**src/rtl/up_counter_mod_pkg.sv**
```systemverilog
// Shared definitions for the mod-N up counter and the reworked down counter.
// Holds the FSM state encoding and the terminal-count helper.
package up_counter_mod_pkg;

  typedef enum logic [1:0] {
    IDLE  = 2'd0,
    COUNT = 2'd1,
    DONE  = 2'd2
  } cnt_state_t;

  // Terminal count for a counter whose range is 0..modulus-1.
  function automatic int max_cnt(input int modulus);
    return modulus - 1;
  endfunction

endpackage

```
**src/rtl/up_counter_mod.sv**
```systemverilog
// Mod-N up counter with enable, synchronous clamped load, free-run/one-shot modes.
// Latency: 1 clk from en/load to out; no backpressure, tc is the cascade carry.
module up_counter_mod
  import up_counter_mod_pkg::*;
#(
  parameter int WIDTH   = 4,
  parameter int MODULUS = 16
) (
  input  logic             clk,
  input  logic             reset,
  input  logic             en,
  input  logic             load,
  input  logic [WIDTH-1:0] load_val,
  input  logic             one_shot,
  output logic [WIDTH-1:0] out,
  output logic             tc,
  output logic             wrap,
  output logic             done,
  output logic             err
);

  localparam int               MAX_CNT = max_cnt(MODULUS);
  localparam logic [WIDTH-1:0] MAX_W   = WIDTH'(MAX_CNT);

  cnt_state_t       r_state;
  logic [WIDTH-1:0] r_cnt;
  logic             r_wrap;
  logic             r_done;
  logic             r_err;

  cnt_state_t       w_state_nxt;
  logic [WIDTH-1:0] w_cnt_nxt;
  logic             w_wrap_nxt;
  logic             w_done_nxt;
  logic             w_err_nxt;
  logic             w_at_max;
  logic             w_load_over;

  assign w_at_max    = (r_cnt == MAX_W);
  // Widened compare so MODULUS == 2**WIDTH never needs an out-of-range constant.
  assign w_load_over = ({1'b0, load_val} > {1'b0, MAX_W});

  always_comb begin
    w_state_nxt = r_state;
    w_cnt_nxt   = r_cnt;
    w_wrap_nxt  = 1'b0;
    w_done_nxt  = r_done;
    w_err_nxt   = r_err;

    if (load) begin
      w_cnt_nxt   = w_load_over ? MAX_W : load_val;
      w_err_nxt   = r_err | w_load_over;
      w_done_nxt  = 1'b0;
      w_state_nxt = COUNT;
    end else begin
      case (r_state)
        IDLE, COUNT: begin
          if (en) begin
            w_state_nxt = COUNT;
            if (!w_at_max) begin
              w_cnt_nxt = r_cnt + WIDTH'(1);
            end else if (one_shot) begin
              w_done_nxt  = 1'b1;
              w_state_nxt = DONE;
            end else begin
              w_cnt_nxt  = '0;
              w_wrap_nxt = 1'b1;
            end
          end
        end
        DONE: begin
          w_done_nxt = 1'b1;
        end
        default: begin
          w_state_nxt = IDLE;
          w_cnt_nxt   = '0;
          w_done_nxt  = 1'b0;
        end
      endcase
    end
  end

  always_ff @(posedge clk) begin
    if (!reset) begin
      r_state <= IDLE;
      r_cnt   <= '0;
      r_wrap  <= 1'b0;
      r_done  <= 1'b0;
      r_err   <= 1'b0;
    end else begin
      r_state <= w_state_nxt;
      r_cnt   <= w_cnt_nxt;
      r_wrap  <= w_wrap_nxt;
      r_done  <= w_done_nxt;
      r_err   <= w_err_nxt;
    end
  end

  assign out  = r_cnt;
  // Suppressed in DONE so a frozen one-shot stage cannot keep carrying.
  assign tc   = w_at_max && en && (r_state != DONE);
  assign wrap = r_wrap;
  assign done = r_done;
  assign err  = r_err;

endmodule

```
**config.mk**
```make
export PLATFORM = sky130hd
export DESIGN_NAME = up_counter_mod
export DESIGN_NICKNAME = d
export VERILOG_FILES = /design/src/rtl/up_counter_mod_pkg.sv /design/src/rtl/up_counter_mod.sv
export SDC_FILE = /design/constraint.sdc
export NUM_CORES = 1
export LEC_CHECK = 0
export CORE_AREA = 2 2 39 41
export CTS_BUF_LIST = sky130_fd_sc_hd__clkbuf_4
export DETAILED_ROUTE_END_ITERATION = 8
export DIE_AREA = 0 0 41 43
export GPL_TIMING_DRIVEN = 0
export PLACE_DENSITY_LB_ADDON = 0.25
export SETUP_SLACK_MARGIN = 0.15
export SLEW_MARGIN = 10
export SYNTH_ARGS = -nofsm -noshare
export SYNTH_HDL_FRONTEND = slang
export SYNTH_SLANG_ARGS = --single-unit
```
**constraint.sdc**
```tcl
create_clock -name clk -period 2.8 [get_ports clk]
set_input_delay 0.42 -clock clk [delete_from_list [all_inputs] [get_ports clk]]
set_output_delay 0.42 -clock clk [all_outputs]
set_load 0.02 [all_outputs]
```
==> metrics.cfg, run 1 <==
[sta]
hold_ws_ps=447
skew_ps=7.82
grt_setup_unrepaired=no
drv_slew=0
hold_viol_final=0
clock.fmax_mhz=426
setup_viol=0
period_share_pct=83.8
final.min_clock_period_ps=2350
setup_tns_ps=0

[critical_path]
cp_num_buf_inv=2
cp_max_fo=5
cpLargestDelayFamily=buffers and inverters
cp_data_arrival_time_ps=1930
crit_chain=clkdlybuf4s50_1 > nand4_1 > a21oi_1 > clkdlybuf4s50_1
crit_type=in -> out
cp_common_cell=clkdlybuf4s50_1
critical_path.slowest_cell=clkdlybuf4s50_1
critPathLaunchType=input pin
critical-path-max-stage-delay_ps=610
cp.required_ps=2380
crit_path_end_kind=output port

[route]
drc=0
ant_nets=0
wirelength_um=988
via_per_inst=5.36
wl_per_cell_um=11.9
vias=445
drt_iter0_drc=6
dr.pass1.iters=4

[clocking]
cts_buffers=3
post_cts_buffers=0
cts_tree=built
clock-sinks=8
clockBufferDepth=2
cts_root_buffer=clkbuf_4
cts_hold_buffers=0
clk_latency_ps=260
ctsResizeCount=0
htreeDepth=1
cts.clk_slew.worst_paths_ps=50

[floorplan]
core_area_um2=1380
initial_core_util_pct=32.1
chipHeight_um=43
io-pin-count=17
dieArea_um2=1760
die_w_um=41
fp-row-count=14

[synth]
synth.distinct_cells=28
avgSynthCellArea_um2=8.88
synth_top_area_share_pct=36.1
async_flop_share_pct=0
synth_nets=60
synth-edff-count=0
ys.flop_type=dfxtp_1
synthesis.area_um2=444
synthCells=50
yosysMostFrequentCell=dfxtp_1
synth_seq_area_share_pct=36.1
synth_common_cells=8 x dfxtp_1, 4 x a21oi_1, 4 x nand2_1, 3 x inv_1, 3 x nor2_1
synth_area_leaders=dfxtp_1 36%, a21oi_1 4.5%, o211a_1 4.5%, o21ai_4 3.7%, a22oi_1 3.4%
ys_warn_count=0
yosys.area.top_type=dfxtp_1
synth-seq-cells=8

[worst_hold_path]
hp-class=reg -> reg

[final_layout]
fin_cells=83
fillers=152
layout-drive-gt1-share_pct=16.4
fin_nets=79
utilization_pct=45.3
area_delta_synth_final_pct=41.1
diodes=0

[global_route]
grt_max_degree=11
grt_pass1_vias=392
grt_pass1_wl_um=1600
antenna_found_initial=0
grt.overflow.total=0
grt_usage_pct=13.7

[power_and_ir_drop]
ir_worst_vdd_uv=216
internal-power_uw=199
seqPwrFrac_pct=46.3
comb_power_share_pct=20.7
swShare_pct=27.7
powerDensity_nw_per_um2=440
power.total_uw=276
p_switching_uw=76.5
pwr-share-clk_pct=32.9
p_leak_nw=0.249

[outcome]
status=finished clean

[placed_design]
numPortBuffers=14
place_inst=80
place_congestion=0.799

[flow_run]
max_cap_violations=0

[layout by cell type (no fill, tap or decap), types with 2 or more instances in the layout]
cell type        Yosys  final
nand3_1              2      2
dfxtp_1              8      8
clkbuf_4             0      3
o211a_1              2      2
nor2_1               3      3
o21ai_1              2      2
inv_1                3      3
clkdlybuf4s50_1      0     14
a21oi_1              4      4
nand2_1              4      4
buf_4                2      2
a22oi_1              2      2
[stage by stage]
step / cell area [um2] / setup WS (ps)
global placement: 604 / 460
CTS: 627 / 454
global route: 627 / 387
finish: 627 / 453
floorplan: 444 / 1110
detailed placement: 604 / 454
[state kept, by name, indices dropped and copies added (netlist names)]
| signal | count |
|---|---|
| out | 4 |
| r_state | 2 |
| wrap | 1 |
| done | 1 |
[metal layers]
layer / wire, um / track usage (%) / part of all wire, % / vias up
li1: - / - / - / 221
met1: 451 / 18.4 / 46 / 204
met2: 422 / 16.9 / 43 / 15
met3: 77 / 3.66 / 7.8 / 5
met4: 36 / 12.0 / 3.6 / 0
met5: 0 / 0 / 0 / -
[layout make-up]
| class | count | area [um2] | share of cell area (%) |
|---|---|---|---|
| well taps | 16 | 20.0 | 3.19 |
| multi-input cells | 36 | 253 | 40.3 |
| repair buffers | 14 | 140 | 22.4 |
| inverters | 3 | 11.3 | 1.80 |
| flip-flops and latches | 8 | 160 | 25.5 |
| plain buffers | 3 | 20.0 | 3.19 |
| clock buffers | 3 | 22.5 | 3.59 |
[power groups by stage]
stage / combinational (mW) / sequential, mW / clock, mW
after floorplan: 0.0264 / 0.134 / 0
after global placement: 0.0570 / 0.130 / 0
after detailed placement: 0.0571 / 0.130 / 0
after CTS: 0.0574 / 0.128 / 0.0921
after global routing: 0.0623 / 0.129 / 0.0988
final: 0.0572 / 0.128 / 0.0909
[logic make-up after synthesis]
logic type | share of synthesized area [%]
buf+inv | 7.04
fa+ha+maj | 2.82
flops | 36.1
simple gates | 20.0
other cells | 0.844
compound gates | 33.2
[path summary, 6_finish.rpt]
kind / end / from / slack (ps) / depth (start not counted)
max: tc / en / 450 / 4
min: done / done / 450 / 2
max reg2reg: out[2] / out[0] / 1350 / 5
min reg2reg: done / done / 450 / 2
[worst register-to-register path, cell delays in order (launching register included)]
cell	delay, ps
dfxtp_1	350
ha_1	280
and4_4	230
o21ai_4	250
o31a_1	180
o21ai_1	60
(Power assumes the default switching activity.)
==> inputs of run 2 (changes only) <==
Clock period 2.8 ns to 2.1 ns, I/O delays scaled along.
==> run 2 against run 1 <==
- die area is the same
- worst setup slack got worse by 220 ps
- cell count did not move
- largest power group unchanged
==> metrics.cfg, run 2 (same netlist as run 1, synthesis figures left out) <==
[power_and_ir_drop]
p_leak_nw=0.252
powerDensity_nw_per_um2=586
ir_worst_vdd_uv=288
power.total_uw=368

[clocking]
clk_latency_ps=260
cts_buffers=3
cts_root_buffer=clkbuf_4
cts_hold_buffers=0
clock-sinks=8
htreeDepth=1
clockBufferDepth=2
cts_tree=built
cts.clk_slew.worst_paths_ps=60

[worst_hold_path]
holdPathStages=2
hp-class=in -> reg
worstHoldStart=load
min_to=r_state[0]

[sta]
hold_viol_final=0
setup_viol=0
hold_ws_ps=423
final.min_clock_period_ps=1870
skew_ps=5.28
period_share_pct=88.9
grt_setup_unrepaired=no
clock.fmax_mhz=535
setup_slack_ps=232
drv_slew=0

[final_layout]
largest_reg_flops=4
fillers=152
seq_area_um2=160
diodes=0
area_delta_synth_final_pct=41.4
mostFrequentLayoutCells=13 x clkdlybuf4s50_1, 8 x dfxtp_1, 4 x a21oi_1, 4 x nand2_1
design_area_um2=628
multi_input_area_um2=255
fin_nets=79
utilization_pct=45.4
layout-drive-gt1-share_pct=17.9
mostFrequentLayoutCell=clkdlybuf4s50_1

[critical_path]
cp_data_arrival_time_ps=1550
reg2reg_to=out[2]
crit_chain=ha_2 > nand4_1 > a21oi_1 > dlygate4sd2_1
crit_path_end_kind=output port
rrSetupSlack_ps=700
r2r_cells=5
critical-path-max-stage-delay_ps=420
crit_type=reg -> out
cp_max_fo=6
critPathLaunchType=flop
r2r-start=out[0]
critical_path.slowest_cell=dfxtp_1
cp.required_ps=1780

[route]
ant_nets=0
vias=449
via_per_inst=5.41
wl_per_cell_um=12.1
drc=0
dr.pass1.iters=4
wirelength_um=1000
drt_iter0_drc=7

[placed_design]
place_congestion=0.799
numPortBuffers=14
place_area_um2=604
place_ws_ps=-36.2

[floorplan]
fp-row-count=14
io-pin-count=17
die_w_um=41
core_area_um2=1380
dieArea_um2=1760
initial_core_util_pct=32.1
chipHeight_um=43

[global_route]
grt_pass1_vias=403
grt.overflow.total=0
grt_max_degree=11
antenna_found_initial=0
grt_usage_pct=14.0
grt_pass1_wl_um=1640

[outcome]
status=finished clean

[flow_run]
max_cap_violations=0

run 2: critical path, delay by kind of cell, from the launching register on:
| family | cells | cell delay, ps |
|---|---|---|
| flops | 1 | 420 |
| buf+inv | 1 | 340 |
| fa+ha+maj | 1 | 270 |
| simple gates | 1 | 130 |
| compound gates | 1 | 130 |
run 2: worst max path at each step:
stage                       from  to  slack, ps  cells past startpoint
after floorplan           out[0]  tc        510                      3
after global placement        en  tc        -30                      4
after detailed placement      en  tc        -40                      4
after CTS                     en  tc        240                      4
after global routing      out[0]  tc        150                      4
final                     out[0]  tc        230                      4
run 2: timing repair:
action / in CTS / in global routing
buffers inserted: 0 / 0
resized for setup: 2 / 0
endpoints found under the setup margin: 1 / 0
run 2: layout make-up:
type                            instances  share of cell area (%)
Multi-Input combinational cell         36                    40.6
Buffer                                  3                    3.19
Clock buffer                            3                    3.59
Inverter                                3                    1.79
Tap cell                               16                    3.19
Sequential cell                         8                    25.5
Timing Repair Buffer                   14                    22.1
run 2: per-layer routing:
metal | share of wire [%] | vias to the layer above | wire length [um] | track usage, %
met5 | 0 | - | 0 | 0
li1 | - | 222 | - | -
met1 | 44 | 203 | 442 | 18.8
met4 | 3.6 | 0 | 36 | 12.0
met3 | 9.4 | 5 | 94 | 3.66
met2 | 43 | 19 | 430 | 17.5
run 2: power by group:
part	internal (mW)	switching (mW)
logic	0.0408	0.0361
registers	0.160	0.0111
clock network	0.0655	0.0546
total	0.266	0.102
run 2: metrics by stage:
stage          instances  TNS, ps
4_1_cts               83        0
6_report              83        0
2_1_floorplan         50        0
3_3_place_gp          80    -30.0
3_5_place_dp          80    -36.2
5_1_grt               83        0
